File: src/rtl/ir_protocol_pkg.sv
// ir_protocol_pkg: shared SIRC framing constants, state encoding and command layout
package ir_protocol_pkg;

    typedef enum logic [2:0] {
        ST_IDLE,
        ST_START_MARK,
        ST_START_SPACE,
        ST_BIT_MARK,
        ST_BIT_SPACE,
        ST_GAP
    } ir_state_t;

    localparam int START_UNITS      = 4;
    localparam int ONE_UNITS        = 2;
    localparam int ZERO_UNITS       = 1;
    localparam int SPACE_UNITS      = 1;
    localparam int SIRC_FRAME_UNITS = 75;

    localparam int ANGLE_MSB    = 11;
    localparam int ANGLE_LSB    = 7;
    localparam int DIST_MSB     = 6;
    localparam int DIST_LSB     = 0;
    localparam int COMMAND_BITS = 12;

    function automatic logic [2:0] mark_units(input logic b);
        return b ? 3'(ONE_UNITS) : 3'(ZERO_UNITS);
    endfunction

endpackage

File: src/rtl/ir_carrier_gen.sv
// ir_carrier_gen: 50% square-wave carrier divider that restarts high on request
module ir_carrier_gen #(
    parameter int HALF_CARRIER = 12
) (
    input  logic clock,
    input  logic reset,
    input  logic enable,
    input  logic restart,
    output logic carrier
);

    localparam int CW = $clog2(HALF_CARRIER + 1);

    logic [CW-1:0] count;

    // toggle every HALF_CARRIER enabled cycles; restart forces a fresh high half-period
    always_ff @(posedge clock) begin
        if (!reset) begin
            count   <= '0;
            carrier <= 1'b0;
        end else if (restart) begin
            count   <= '0;
            carrier <= 1'b1;
        end else if (enable) begin
            if (count == CW'(HALF_CARRIER - 1)) begin
                count   <= '0;
                carrier <= ~carrier;
            end else begin
                count <= count + 1'b1;
            end
        end
    end

endmodule

File: src/rtl/ir_command_transmitter.sv
// ir_command_transmitter: serializes a 12-bit rover command into repeated SIRC frames on an IR carrier
module ir_command_transmitter
    import ir_protocol_pkg::*;
#(
    parameter int CLK_HZ      = 27_000_000,
    parameter int CARRIER_HZ  = 40_000,
    parameter int UNIT_US     = 600,
    parameter int FRAME_UNITS = SIRC_FRAME_UNITS,
    parameter int REPEATS     = 3
) (
    input  logic                    clock,
    input  logic                    reset,
    input  logic                    command_ready,
    input  logic [COMMAND_BITS-1:0] command,
    output logic                    ir_out,
    output logic                    busy,
    output logic                    done
);

    localparam int UNIT_CYCLES  = CLK_HZ / 1_000_000 * UNIT_US;
    localparam int HALF_CARRIER = CLK_HZ / (2 * CARRIER_HZ);
    localparam int UW           = $clog2(UNIT_CYCLES + 1);
    localparam int FW           = $clog2(FRAME_UNITS + 1);
    localparam int RW           = $clog2(REPEATS + 1);

    ir_state_t               state, state_next;
    logic [COMMAND_BITS-1:0] cmd_q;
    logic [UW-1:0]           unit_cnt;
    logic [2:0]              seg_cnt, seg_len;
    logic [FW-1:0]           frame_units;
    logic [3:0]              bit_idx;
    logic [RW-1:0]           frame_cnt;
    logic                    unit_tick, seg_end, frame_end, last_bit, last_frame;
    logic                    mark, restart, carrier, done_q;

    assign unit_tick  = unit_cnt == UW'(UNIT_CYCLES - 1);
    assign seg_len    = state == ST_START_MARK ? 3'(START_UNITS) :
                        state == ST_BIT_MARK   ? mark_units(cmd_q[bit_idx]) : 3'(SPACE_UNITS);
    assign seg_end    = unit_tick && seg_cnt == seg_len - 3'd1;
    assign frame_end  = unit_tick && frame_units == FW'(FRAME_UNITS - 1);
    assign last_bit   = bit_idx == 4'(COMMAND_BITS - 1);
    assign last_frame = frame_cnt == RW'(REPEATS - 1);

    // state register
    always_ff @(posedge clock) begin
        if (!reset) state <= ST_IDLE;
        else        state <= state_next;
    end

    // segment sequencing: marks/spaces advance on whole units, the gap waits for the frame boundary
    always_comb begin
        state_next = state;
        case (state)
            ST_IDLE:        state_next = command_ready ? ST_START_MARK : ST_IDLE;
            ST_START_MARK:  state_next = seg_end ? ST_START_SPACE : ST_START_MARK;
            ST_START_SPACE: state_next = seg_end ? ST_BIT_MARK : ST_START_SPACE;
            ST_BIT_MARK:    state_next = seg_end ? ST_BIT_SPACE : ST_BIT_MARK;
            ST_BIT_SPACE:   state_next = seg_end ? (last_bit ? ST_GAP : ST_BIT_MARK) : ST_BIT_SPACE;
            ST_GAP:         state_next = frame_end ? (last_frame ? ST_IDLE : ST_START_MARK) : ST_GAP;
            default:        state_next = ST_IDLE;
        endcase
    end

    // outputs: envelope gates the carrier, which restarts on every entry into a mark
    always_comb begin
        mark    = state == ST_START_MARK || state == ST_BIT_MARK;
        restart = !mark && (state_next == ST_START_MARK || state_next == ST_BIT_MARK);
        ir_out  = mark & carrier;
        busy    = state != ST_IDLE;
        done    = done_q;
    end

    // unit, segment, frame, bit and repeat counters plus the latched command
    always_ff @(posedge clock) begin
        if (!reset) begin
            cmd_q       <= '0;
            unit_cnt    <= '0;
            seg_cnt     <= '0;
            frame_units <= '0;
            bit_idx     <= '0;
            frame_cnt   <= '0;
            done_q      <= 1'b0;
        end else begin
            done_q <= state == ST_GAP && frame_end && last_frame;
            if (state == ST_IDLE) begin
                unit_cnt    <= '0;
                seg_cnt     <= '0;
                frame_units <= '0;
                bit_idx     <= '0;
                frame_cnt   <= '0;
                if (command_ready) cmd_q <= command;
            end else begin
                unit_cnt <= unit_tick ? '0 : unit_cnt + 1'b1;
                if (unit_tick) frame_units <= frame_end ? '0 : frame_units + 1'b1;
                if (unit_tick && state != ST_GAP) seg_cnt <= seg_end ? '0 : seg_cnt + 1'b1;
                if (state == ST_BIT_SPACE && seg_end) bit_idx <= last_bit ? '0 : bit_idx + 1'b1;
                if (state == ST_GAP && frame_end) frame_cnt <= frame_cnt + 1'b1;
            end
        end
    end

    ir_carrier_gen #(
        .HALF_CARRIER(HALF_CARRIER)
    ) u_carrier (
        .clock  (clock),
        .reset  (reset),
        .enable (mark),
        .restart(restart),
        .carrier(carrier)
    );

endmodule

File: config.mk
export PLATFORM = sky130hd
export DESIGN_NAME = ir_command_transmitter
export DESIGN_NICKNAME = d
export VERILOG_FILES = /design/src/rtl/ir_protocol_pkg.sv /design/src/rtl/ir_carrier_gen.sv /design/src/rtl/ir_command_transmitter.sv
export SDC_FILE = /design/constraint.sdc
export NUM_CORES = 1
export LEC_CHECK = 0
export ABC_AREA = 0
export BUFFER_PORTS_ARGS = -buffer_cell sky130_fd_sc_hd__buf_4
export CORE_MARGIN = 5
export CORE_UTILIZATION = 50
export DETAILED_ROUTE_END_ITERATION = 10
export HOLD_SLACK_MARGIN = 0.08
export PLACE_DENSITY = 0.67
export SLEW_MARGIN = 20
export SYNTH_ARGS = -nofsm -noshare
export SYNTH_HDL_FRONTEND = slang
export SYNTH_SLANG_ARGS = --single-unit
File: constraint.sdc
create_clock -name clock -period 3.9 [get_ports clock]
set_input_delay 0.195 -clock clock [delete_from_list [all_inputs] [get_ports clock]]
set_output_delay 0.195 -clock clock [all_outputs]
set_load 0.01 [all_outputs]
==> flow_metrics.py <==
metrics = {
    "placement": {
        "count_of_buffers_inserted_at_the_top_level_ports": 17,
        "post-place-ws_ps": 364,
        "gp_congestion": 0.847,
        "hpwlAfterDp_mm": 4.09,
    },
    "detailed_routing": {
        "dr.first_iter.drc_count": 155,
        "drt_first_pass_iters": 4,
        "topRoutingLayerUsed": "met4",
        "wl_met2_mm": 2.50,
        "detail_route.wl_per_cell_um": 13.0,
        "drt_drc_violations_left": 0,
        "detail_route.wirelength.met1_mm": 2.78,
        "met3RoutedLength_um": 251,
        "final_antenna_net_count": 0,
        "number_of_vias_in_the_routed_layout": 2342,
        "drt-vias-per-instance": 5.42,
        "drt_wl_total_mm": 5.60,
    },
    "global_route": {
        "grt_pass1_wl_mm": 9.63,
        "grt_start_max_net_pins": 17,
        "antenna_found_initial": 0,
        "grt_pass1_vias": 2071,
        "grt_use_total_pct": 16.0,
        "globalRouteOverflowTotal": 0,
    },
    "worst_hold_path": {
        "min_delay_worst_endpoint": "cmd_q[11]$_SDFFE_PN0P_",
        "timing.hold.worst.class": "in2reg",
        "worst_hold_startpoint": "command[11]",
        "min_path_cells": 3,
    },
    "synthesis": {
        "yosysTopAreaCell": "dfxtp_1",
        "async_reset_ff_share_pct": 0,
        "yosysTopAreaCellShare_pct": 39.4,
        "synth_cell_type_count": 43,
        "synth.net_count": 373,
        "synthesis.instances": 349,
        "synth_seq_cells": 56,
        "yosysMostFrequentCell": "dfxtp_1",
        "yosysSeqAreaShare_pct": 39.4,
        "syn_avg_cell_area_um2": 8.15,
        "post_synth_main_area_contributors": "dfxtp_1 39%, nand2_1 6.2%, nor2_1 5.7%",
        "synth_enable_flop_cells": 0,
        "synth-main-ff-cell": "dfxtp_1",
        "synth.cells.most_frequent": "56 x dfxtp_1, 47 x nand2_1, 43 x nor2_1, 31 x a21oi_1",
        "post_synthesis_instance_area_um2": 2850,
        "synthesis.yosys.warnings": 0,
    },
    "setup_path": {
        "crit_path_frequent_cell": "a21oi_1",
        "critPathSlowestCell": "mux4_2",
        "critPathBufInv": 0,
        "worstPathRequired_ps": 4140,
        "regToRegEndpoint": "u_carrier.count[8]$_SDFFE_PP0N_",
        "worstPathMaxFanout": 9,
        "worst_path_largest_cell_delay_ps": 530,
        "arrival_ps": 3700,
        "crit_path_start_kind": "flip-flop",
        "cpLargestDelayFamily": "compound AO/OA/AOI/OAI gates",
        "end_kind": "flip-flop",
        "r2r_cells": 12,
        "critical_path.reg2reg.startpoint": "bit_idx[1]$_SDFFE_PP0N_",
        "path_class": "reg2reg",
        "cp_cell_sequence": "mux4_2, nand2b_1, a21oi_1, a21oi_1, ha_1, xor2_1, o21ai_0, a21oi_1, o211ai_1, a211o_1, a221o_1, nor3_2",
        "r2r_slack_ps": 440,
    },
    "timing": {
        "fin_worst_skew_ps": 9.81,
        "setup_viol": 0,
        "timing.fmax_ghz": 0.289,
        "setup-tns-final_ps": 0,
        "final_period_minus_worst_setup_slack_ps": 3460,
        "hold_viol_final": 0,
        "final_number_of_max_transition_violations": 0,
        "tightest_slew_ps": 885,
        "min_setup_slack_post_route_ps": 441,
        "rsz0062_at_grt": "no",
        "holdWs_ps": 124,
        "slew_headroom_pct": 40.8,
        "fin_crit_sh_pct": 88.7,
    },
    "floorplanning": {
        "placement_rows": 27,
        "dieWidth_um": 85.4,
        "die_extent_in_y_um": 85.4,
        "floorplan.initialDensity_pct": 51.7,
        "dieArea_um2": 7300,
        "io-pin-count": 18,
        "coreArea_um2": 5510,
    },
    "final_layout": {
        "diodes": 0,
        "post_route_cells_drive_above_1_share_pct": 10.3,
        "layout.nets": 383,
        "area_growth_syn_to_layout_pct": 9.32,
    },
    "clocking": {
        "cts_htree_levels": 2,
        "clock_sinks": 56,
        "cts.clk_slew.worst_paths_ps": 100,
        "max-clock-path-buffers": 2,
        "cts_tree": "built",
        "cts_made_buffers": 5,
        "cts.root.buffer_cell": "clkbuf_8",
        "hold_buffers": 0,
        "cts_setup_buffers": 0,
        "worstSkewPairLatency_ps": 310,
    },
    "pwr": {
        "p_leak_uw": 0.00110,
        "vdd_drop_max_mv": 0.201,
        "power.density_nw_per_um2": 326,
    },
    "flow_run": {
        "maxCapViolations": 0,
    },
    "run_status": {
        "outcome": "complete, no violations",
    },
}
## sequential cells by signal, summed over array words and instances, names as in the netlist, 2 cells and up
name and count:
unit_cnt 14, cmd_q 12, u_carrier.count 9, frame_units 7
bit_idx 4, seg_cnt 3, state 3, frame_cnt 2
## area by class of cell
type | count | area [µm²]
fillers | 519 | 2400
multi-input cells | 266 | 1620
flip-flops and latches | 56 | 1120
repair buffers | 20 | 150
clock buffers | 8 | 90.1
well taps | 72 | 90.1
inverters | 10 | 37.5
## worst max-delay path by stage
stage                            start                               to  slack (ps)  depth (start not counted)
2_1_floorplan  bit_idx[0]$_SDFFE_PP0N_  u_carrier.count[6]$_SDFFE_PP0N_         560                         14
3_3_place_gp   bit_idx[1]$_SDFFE_PP0N_  u_carrier.count[6]$_SDFFE_PP0N_         450                         12
3_5_place_dp   bit_idx[1]$_SDFFE_PP0N_  u_carrier.count[8]$_SDFFE_PP0N_         360                         12
4_1_cts        bit_idx[1]$_SDFFE_PP0N_  u_carrier.count[8]$_SDFFE_PP0N_         340                         12
5_1_grt        bit_idx[0]$_SDFFE_PP0N_          bit_idx[0]$_SDFFE_PP0N_          90                         13
6_report       bit_idx[1]$_SDFFE_PP0N_  u_carrier.count[8]$_SDFFE_PP0N_         440                         12
## tightest hold or removal path: cells and delay by family
family                 cells  cell delay, ps
AOI/OAI and AO/OA          1              50
buffers and inverters      1             110
and+or+nand+nor            1              40
## logic make-up (layout without fill, tap and decap cells)
family	Yosys count	after routing	share of synthesized area, %
buf+inv	27	38	3.65
fa+ha+maj	9	9	3.96
xor+xnor	25	25	7.70
mux	8	8	3.69
simple gates	163	163	29.2
flops	56	56	39.4
compound gates	61	61	12.4
## cell usage in the layout, fill, tap and decap left out, types with 4 or more instances in the layout
cell type / instances
mux2i_1: 6
and2_1: 4
or3_1: 8
nor3_1: 6
o21ai_0: 13
dfxtp_1: 55
xor2_1: 15
buf_4: 20
a211oi_1: 4
clkbuf_8: 6
ha_1: 9
nand3_1: 9
nand4_1: 10
nor2b_1: 5
nor2_1: 43
nand2b_1: 5
xnor2_1: 10
nand2_1: 47
a21oi_1: 31
inv_1: 10
and3_1: 7
## per-stage QoR
step / util [%] / cells / total power (µW) / cell area (µm²)
after CTS: 56.5 / 432 / 1030 / 3110
after floorplan: - / 349 / 671 / 2850
after global placement: 54.8 / 424 / 701 / 3020
after detailed placement: 54.8 / 424 / 703 / 3020
after global routing: 56.5 / 432 / 1070 / 3110
final: 56.5 / 432 / 1010 / 3110
## routing by layer
metal / global-route usage [%] / up-vias
met5: 0 / -
met4: 4.32 / 0
met3: 3.20 / 7
met2: 25.1 / 38
met1: 22.4 / 1075
li1: - / 1222
## timing repair
item,in CTS,in global routing
setup endpoints to repair,0,1
gates resized for setup,0,1
endpoints found under the hold margin,0,0
## where the power goes
group / total [µW] / leakage [µW] / internal, µW / switching (µW)
registers: 594 / 0.000454 / 584 / 10.5
logic: 94.7 / 0.000603 / 40.1 / 54.6
clock network: 325 / 0.0000455 / 145 / 180
No activity file was read; power rests on OpenSTA's default activity.
